==> src/rtl/uart_frame_responder.sv <==
// Byte-framed register-access responder: parses A5/CMD/ADDR/DATA/CHK requests
// from a UART receiver and answers with 5A/STATUS/RDATA/RCHK via a UART transmitter.
module uart_frame_responder #(
    parameter int DATA_SIZE = 8,
    parameter int REG_DEPTH = 16,
    parameter int TIMEOUT   = 50000
) (
    input  logic                 clk,
    input  logic                 reset,
    input  logic                 recv_req,
    input  logic [DATA_SIZE-1:0] rx_data,
    output logic                 recv_ack,
    output logic                 send_req,
    input  logic                 send_ack,
    output logic [DATA_SIZE-1:0] tx_data,
    output logic                 frame_done,
    output logic [7:0]           err_count
);

    localparam int AW = (REG_DEPTH > 1) ? $clog2(REG_DEPTH) : 1;
    localparam int CW = (TIMEOUT > 1) ? $clog2(TIMEOUT) : 1;
    localparam logic [CW-1:0]        TO_LAST = CW'(TIMEOUT - 1);
    localparam logic [DATA_SIZE-1:0] HDR_REQ = DATA_SIZE'(8'hA5);
    localparam logic [DATA_SIZE-1:0] HDR_RSP = DATA_SIZE'(8'h5A);
    localparam logic [DATA_SIZE-1:0] CMD_WR  = DATA_SIZE'(8'h01);
    localparam logic [DATA_SIZE-1:0] CMD_RD  = DATA_SIZE'(8'h02);

    typedef enum logic [2:0] {
        IDLE, GET_CMD, GET_ADDR, GET_DATA, GET_CHK, EXEC, SEND, WAIT_ACK
    } state_t;

    state_t               state, state_next;
    logic [DATA_SIZE-1:0] regs [REG_DEPTH];
    logic [DATA_SIZE-1:0] cmd, addr, data, chk;
    logic [DATA_SIZE-1:0] status_q, rdata_q;
    logic [DATA_SIZE-1:0] status_c, rdata_c, resp_byte;
    logic [CW-1:0]        cnt;
    logic [1:0]           idx;
    logic                 get_state, take, timeout_hit, ack_ok;
    logic [AW-1:0]        addr_idx;

    assign addr_idx = addr[AW-1:0];

    always_comb begin
        state_next  = state;
        status_c    = '0;
        rdata_c     = '0;
        resp_byte   = '0;
        get_state   = state inside {GET_CMD, GET_ADDR, GET_DATA, GET_CHK};
        // recv_ack still high means this byte was consumed on the previous edge
        take        = (get_state || state == IDLE) && recv_req && !recv_ack;
        timeout_hit = get_state && !recv_req && cnt == TO_LAST;
        ack_ok      = send_ack && send_req;

        if (chk != (cmd ^ addr ^ data))
            status_c = DATA_SIZE'(8'h01);
        else if (cmd != CMD_WR && cmd != CMD_RD)
            status_c = DATA_SIZE'(8'h02);
        else if ({{(32-DATA_SIZE){1'b0}}, addr} >= 32'(REG_DEPTH))
            status_c = DATA_SIZE'(8'h03);
        if (status_c == '0)
            rdata_c = (cmd == CMD_WR) ? data : regs[addr_idx];

        case (idx)
            2'd0:    resp_byte = HDR_RSP;
            2'd1:    resp_byte = status_q;
            2'd2:    resp_byte = rdata_q;
            default: resp_byte = status_q ^ rdata_q;
        endcase

        case (state)
            IDLE:     if (take && rx_data == HDR_REQ) state_next = GET_CMD;
            GET_CMD:  if (timeout_hit) state_next = IDLE; else if (take) state_next = GET_ADDR;
            GET_ADDR: if (timeout_hit) state_next = IDLE; else if (take) state_next = GET_DATA;
            GET_DATA: if (timeout_hit) state_next = IDLE; else if (take) state_next = GET_CHK;
            GET_CHK:  if (timeout_hit) state_next = IDLE; else if (take) state_next = EXEC;
            EXEC:     state_next = SEND;
            SEND:     state_next = WAIT_ACK;
            WAIT_ACK: if (ack_ok) state_next = (idx == 2'd3) ? IDLE : SEND;
            default:  state_next = IDLE;
        endcase
    end

    always_ff @(posedge clk) begin
        if (reset) begin
            state      <= IDLE;
            recv_ack   <= 1'b0;
            send_req   <= 1'b0;
            tx_data    <= '0;
            frame_done <= 1'b0;
            err_count  <= '0;
            cnt        <= '0;
            idx        <= '0;
            cmd        <= '0;
            addr       <= '0;
            data       <= '0;
            chk        <= '0;
            status_q   <= '0;
            rdata_q    <= '0;
            for (int unsigned i = 0; i < REG_DEPTH; i++) regs[i] <= '0;
        end else begin
            state      <= state_next;
            recv_ack   <= take;
            frame_done <= 1'b0;

            if (take) begin
                case (state)
                    GET_CMD:  cmd  <= rx_data;
                    GET_ADDR: addr <= rx_data;
                    GET_DATA: data <= rx_data;
                    GET_CHK:  chk  <= rx_data;
                    default:  ;
                endcase
            end

            if (!get_state || take || timeout_hit)
                cnt <= '0;
            else if (!recv_req)
                cnt <= cnt + 1'b1;

            if ((timeout_hit || (state == EXEC && status_c != '0)) && err_count != 8'hFF)
                err_count <= err_count + 8'd1;

            case (state)
                EXEC: begin
                    status_q <= status_c;
                    rdata_q  <= rdata_c;
                    idx      <= '0;
                    if (status_c == '0 && cmd == CMD_WR) regs[addr_idx] <= data;
                end
                SEND: begin
                    send_req <= 1'b1;
                    tx_data  <= resp_byte;
                end
                WAIT_ACK: begin
                    if (ack_ok) begin
                        send_req <= 1'b0;
                        idx      <= idx + 2'd1;
                        if (idx == 2'd3) frame_done <= 1'b1;
                    end
                end
                default: ;
            endcase
        end
    end

endmodule

==> config.mk <==
export PLATFORM = sky130hd
export DESIGN_NAME = uart_frame_responder
export DESIGN_NICKNAME = d
export VERILOG_FILES = /design/src/rtl/uart_frame_responder.sv
export SDC_FILE = /design/constraint.sdc
export NUM_CORES = 1
export LEC_CHECK = 0
export ABC_AREA = 1
export BUFFER_PORTS_ARGS = -buffer_cell sky130_fd_sc_hd__buf_2
export CORE_MARGIN = 2
export CORE_UTILIZATION = 62
export DETAILED_ROUTE_END_ITERATION = 12
export PLACE_DENSITY = 0.81
export SYNTH_ARGS = -nofsm -noshare
export SYNTH_HDL_FRONTEND = slang
export SYNTH_SLANG_ARGS = --single-unit
==> constraint.sdc <==
create_clock -name clk -period 2.85 [get_ports clk]
set_clock_uncertainty 0.1 [all_clocks]
set_input_delay 0.285 -clock clk [delete_from_list [all_inputs] [get_ports clk]]
set_output_delay 0.285 -clock clk [all_outputs]
set_load 0.05 [all_outputs]
Word-level counts from Yosys, hierarchy flattened
Memory sizes are Yosys's and may differ from the RTL's. A register that Yosys moved wholly into a read port is not among the register bits.
Cells that the tools add are included.
{"block": "classes", "mux": 34, "n_reduce_logical": 34, "add_sub_neg": 3, "n_lt_le_gt_ge": 1, "bitwise_logic": 5, "eq_ne": 23}
{"cell": "$mux 3", "n": 11}
{"cell": "$mux 8", "n": 3}
{"cell": "$pmux 3 s8", "n": 1}
{"cell": "$pmux 8 s3", "n": 1}
{"cell": "$xor 8x8->8", "n": 3}
{"cell": "$add 16x1->16 const B", "n": 1}
{"cell": "$eq 16x16->1 const B", "n": 1}
{"cell": "$eq 3x3->1 const B", "n": 4}
{"cell": "$mux 4", "n": 3}
{"cell": "$ne 3x3->1 const B", "n": 4}
{"cell": "$reduce_and 2->1", "n": 6}
{"cell": "$logic_and 1x1->1", "n": 10}
{"cell": "$mux 1", "n": 9}
{"cell": "$add 8x1->8 const B", "n": 1}
{"cell": "$eq 8x1->1 const B", "n": 1}
{"cell": "$eq 8x8->1 const B", "n": 1}
{"cell": "$ge 8x5->1 const B", "n": 1}
{"cell": "$logic_not 8->1", "n": 1}
{"cell": "$mux 2", "n": 4}
{"cell": "$ne 8x1->1 const B", "n": 1}
{"cell": "$ne 8x2->1 const B", "n": 1}
{"cell": "$ne 8x8->1", "n": 1}
{"cell": "$ne 8x8->1 const B", "n": 1}
{"cell": "$reduce_bool 8->1", "n": 1}
{"cell": "other kinds (20)", "n": 29}
{"block": "totals", "mem_count": 1, "regBits": 88, "output_inout_bits": 19, "ramBits": 128, "word_cells": 115, "in_bits": 12}
{"name": "regs", "words": 16, "width": 8, "read_ports": 1, "rd_clocked_by_memory_dff": 1, "write_ports": 16, "line_no": "33", "rtl": "logic [DATA_SIZE-1:0] regs [REG_DEPTH];"}

Depth between registers and ports, before layout
{"block": "depth", "depth_word": 12, "depth_mapped": 15, "depth_no_buf": 14}

Worst setup path after synthesis
OpenSTA, ideal clock, no wires.
{"block": "synth_timing", "path_type": "register to register", "start": "register addr[1]", "end": "memory regs[10][0], enable pin", "period_less_slack_ps": 2444, "path_stages_with_launch": 15, "setup_slack_ps": 406, "arrival_time_ps": 2015, "setup_time_ps": 329, "cell_sequence": "dfxtp_1 buf_2 inv_2 nand2_1 nand2_1 nand3_1 nand2_1 nand2_1 nor2_1 nand3_1 nor2_2 nand2_2 nor2_4 nand2_2 nand2_1"}
{"element": "start: declaration", "line_no": "34", "rtl": "logic [DATA_SIZE-1:0] cmd, addr, data, chk;"}
{"element": "start signal: assignment", "line_no": "109", "rtl": "GET_ADDR: addr <= rx_data;"}
{"element": "end: declaration", "line_no": "33"}

==> impl_metrics.yaml <==
synthesis:
  ys.warnings.count: 0
  syn_area_um2: 9852
  async_reset_ff_frac: 0
  synth_flop_cell: "edfxtp_1"
  synth.area.mux_share: 0
  synthSimpleGateAreaFrac: 0.2710
  synth_largest_area_cell: "edfxtp_1"
  synth_compound_area_frac: 0.08192
  yosys.cell_types.count: 30
  synth_area_per_cell_um2: 8.508
  synth_top_family_by_area: "simple AND/OR/NAND/NOR gates"
  netlist_top_cells_area: "edfxtp_1, dfxtp_1, nand2_1"
  syn_nets: 1176
  synth-xor-area-share: 0.02223
  ys_ff_latch: 214
  seq_area_frac_synth: 0.5649
  synth_fa_ha_area_frac: 0.007620
  synth-edff-count: 128
  syn_inst: 1158
  synth_top_area_frac: 0.3901
min_path:
  min_to: "chk[5]"
  min_path_type: "input port to register"
  hold_path_startpoint: "rx_data[5]"
  holdPathStages: 3
critical_path:
  crit_family: "simple AND/OR/NAND/NOR gates"
  r2r_slack_ps: 190
  arrival_ps: 2740
  crit_path_top_delay_cell: "dfxtp_1"
  criticalPathCategory: "register to register"
  endpoint_kind: "register"
  rr_startpoint: "addr[1]"
  reg2reg_depth: 12
  crit_top_cell: "nand2_1"
  critical_path_required_ps: 2920
  crit_path_max_fanout: 9
  critical_path_buf_inv_count: 0
  startpoint_type: "register"
  r2r-end: "regs[10][6]"
  crit_chain: "nand2_1 -> nand2_1 -> nand3_1 -> nand2_1 -> nand2_1 -> nor2_1 -> nand3_1 -> nor2_2 -> nand2_2 -> nor2_4 -> nand2_2 -> nand2_1"
  slowest_delay_ps: 550
global_routing:
  grt_pass1_wl_um: 37890
  grtUsageTotal: 0.2886
  grt_antenna_before_repair: 0
  grt_pass1_vias: 7478
  overflow: 0
  grt_max_degree: 65
clock_tree:
  tritoncts: "done"
  path_clk_slew_ps: 60
  clk_latency_ps: 500
  htreeDepth: 1
  clockBufferDepth: 3
  cts_buffers: 22
  cts_root_buf: "clkbuf_16"
  clock_sinks: 214
timing:
  max_freq_ghz: 0.3754
  final.setup.tns_ps: 0
  tightest_slew_ps: 912.5
  relSlewSlack: 0.3910
  setup-violations-final: 0
  post-route-period-util: 0.9348
  rsz0062_at_grt: "false"
  drv_slew: 0
  min_period_ps: 2664
  hold_violations: 0
placement:
  port_buffers: 30
  dpl.hpwl_um: 15510
  post_dp_cell_area_um2: 10300
  gp_congestion: 0.8909
status:
  status: "completed"
final_layout:
  num-fill-cells: 1204
  drive_gt1_frac: 0.1002
  synthToLayoutAreaGrowth_pct: 12.10
  design_area_um2: 11040
  nets: 1209
  regArea_um2: 5567
  num_antenna_cells: 0
  multi_input_area_um2: 3794
routing:
  drt_iter0_drc: 1048
  routed_wl_um: 24280
  vias: 8151
  ant_nets: 0
  viasPerCell: 5.728
  drc: 0
  dr.pass1.iters: 5
  wl_per_cell_um: 17.06
power_and_ir_drop:
  peakVddDrop_uv: 560.1
  power_mw: 7.950
  power_density_nw_per_um2: 719.8
  leakage_nw: 4.213
floorplanning:
  die_y_um: 130.1
  dieArea_um2: 16910
  rows: 46
  fp.dieW_um: 130.1
  io_pins: 31
  fp.coreArea_um2: 15710
  initial_utilization: 0.6270
run:
  maxCapViolCount: 0
## metrics by stage
stage / hold slack [ps] / setup slack (ps) / std cells / util
2_1_floorplan: 319.9 / 406.5 / 1158 / -
3_3_place_gp: 352.1 / 264.7 / 1381 / 0.6558
3_5_place_dp: 354.5 / 165.2 / 1381 / 0.6558
4_1_cts: 0.1010 / 137.7 / 1423 / 0.7015
5_1_grt: 22.20 / 5.365 / 1423 / 0.7029
6_report: 9.132 / 185.9 / 1423 / 0.7029
## routing by layer
| metal | vias to the layer above | track usage | wire length [um] |
|---|---|---|---|
| li1 | 3929 | - | - |
| met5 | - | 0 | 0 |
| met2 | 426 | 0.4638 | 11200 |
| met1 | 3725 | 0.3968 | 9899 |
| met3 | 71 | 0.04715 | 2315 |
| met4 | 0 | 0.1132 | 862 |
## synthesized netlist by cell type, drive strengths merged (7+ instances only)
master and number:
nor2 218, clkbuf 45, o211ai 14, edfxtp 128, dfxtp 86, o21ai 59, nand2 256, xnor2 9
nand3 123, xor2 16, a21oi 64, nand4 15, inv 80, nor3 11, clkinv 7
## layout by cell type (no fill, tap or decap)
cell	instances
a211oi_1	4
a21oi_1	64
a31oi_1	5
buf_12	2
buf_2	30
buf_4	24
bufinv_16	2
clkbuf_1	9
clkbuf_16	23
clkinv_1	12
clkinv_4	1
dfxtp_1	85
dfxtp_2	1
dlygate4sd3_1	2
edfxtp_1	128
ha_1	6
inv_1	73
inv_2	7
nand2_1	238
nand2_2	18
nand3_1	123
nand4_1	7
nand4_2	8
nor2_1	215
nor2_2	1
nor2_4	2
nor3_1	10
nor3_4	1
nor4_1	3
o211ai_1	14
o21ai_0	59
o22ai_1	4
or2_2	1
xnor2_1	9
xor2_1	16
## how the worst max path moves through the flow
| stage | start | endpoint | slack, ps | depth (start not counted) |
|---|---|---|---|---|
| 2_1_floorplan | addr[1] | regs[10][0] | 410 | 14 |
| 3_3_place_gp | addr[1] | regs[8][5] | 260 | 12 |
| 3_5_place_dp | addr[1] | regs[4][0] | 170 | 12 |
| 4_1_cts | addr[1] | regs[4][5] | 140 | 12 |
| 5_1_grt | addr[1] | regs[6][2] | 5 | 12 |
| 6_report | addr[1] | regs[10][6] | 190 | 12 |
## timing repair
item                                    4_1_cts  5_1_grt
gates resized for setup                       0        9
hold buffers                                  2        0
endpoints found under the hold margin         3        0
buffers inserted                              0        0
endpoints found under the setup margin        0       65
## registers in the layout, summed over array words and instances (netlist names), 3 cells and up, named ones only
name       count
chk            8
tx_data        8
cnt           16
regs         128
cmd            8
rdata_q        8
err_count      8
data           8
state          3
addr           8
## worst min-delay path, cell delays in order
cell and delay (ps):
buf_2 70, inv_1 80, a21oi_1 130
## cell type report
| class | instances | area share |
|---|---|---|
| flip-flops and latches | 214 | 0.5040 |
| multi-input cells | 808 | 0.3435 |
| clock buffers | 32 | 0.05517 |
| repair buffers | 58 | 0.03535 |
| inverters | 87 | 0.02957 |
| well taps | 216 | 0.02447 |
| clock inverters | 8 | 0.007930 |
## kinds of logic (layout without fill, tap and decap cells)
kind of cell,Yosys count,after routing
and+or+nand+nor,627,627
DFF,214,214
AOI/OAI and AO/OA,150,150
buffers and inverters,136,185
xor gates and xnor gates,25,25
adders and majority gates,6,6
## report_power, final
part	leakage [nW]	internal [mW]	switching, mW	total [mW]
Clock	0.334	1.66	1.14	2.81
Sequential	2.02	3.45	0.147	3.59
Combinational	1.86	0.461	1.09	1.55
Total	4.21	5.57	2.38	7.95
Power figures use the tool's default switching activity.
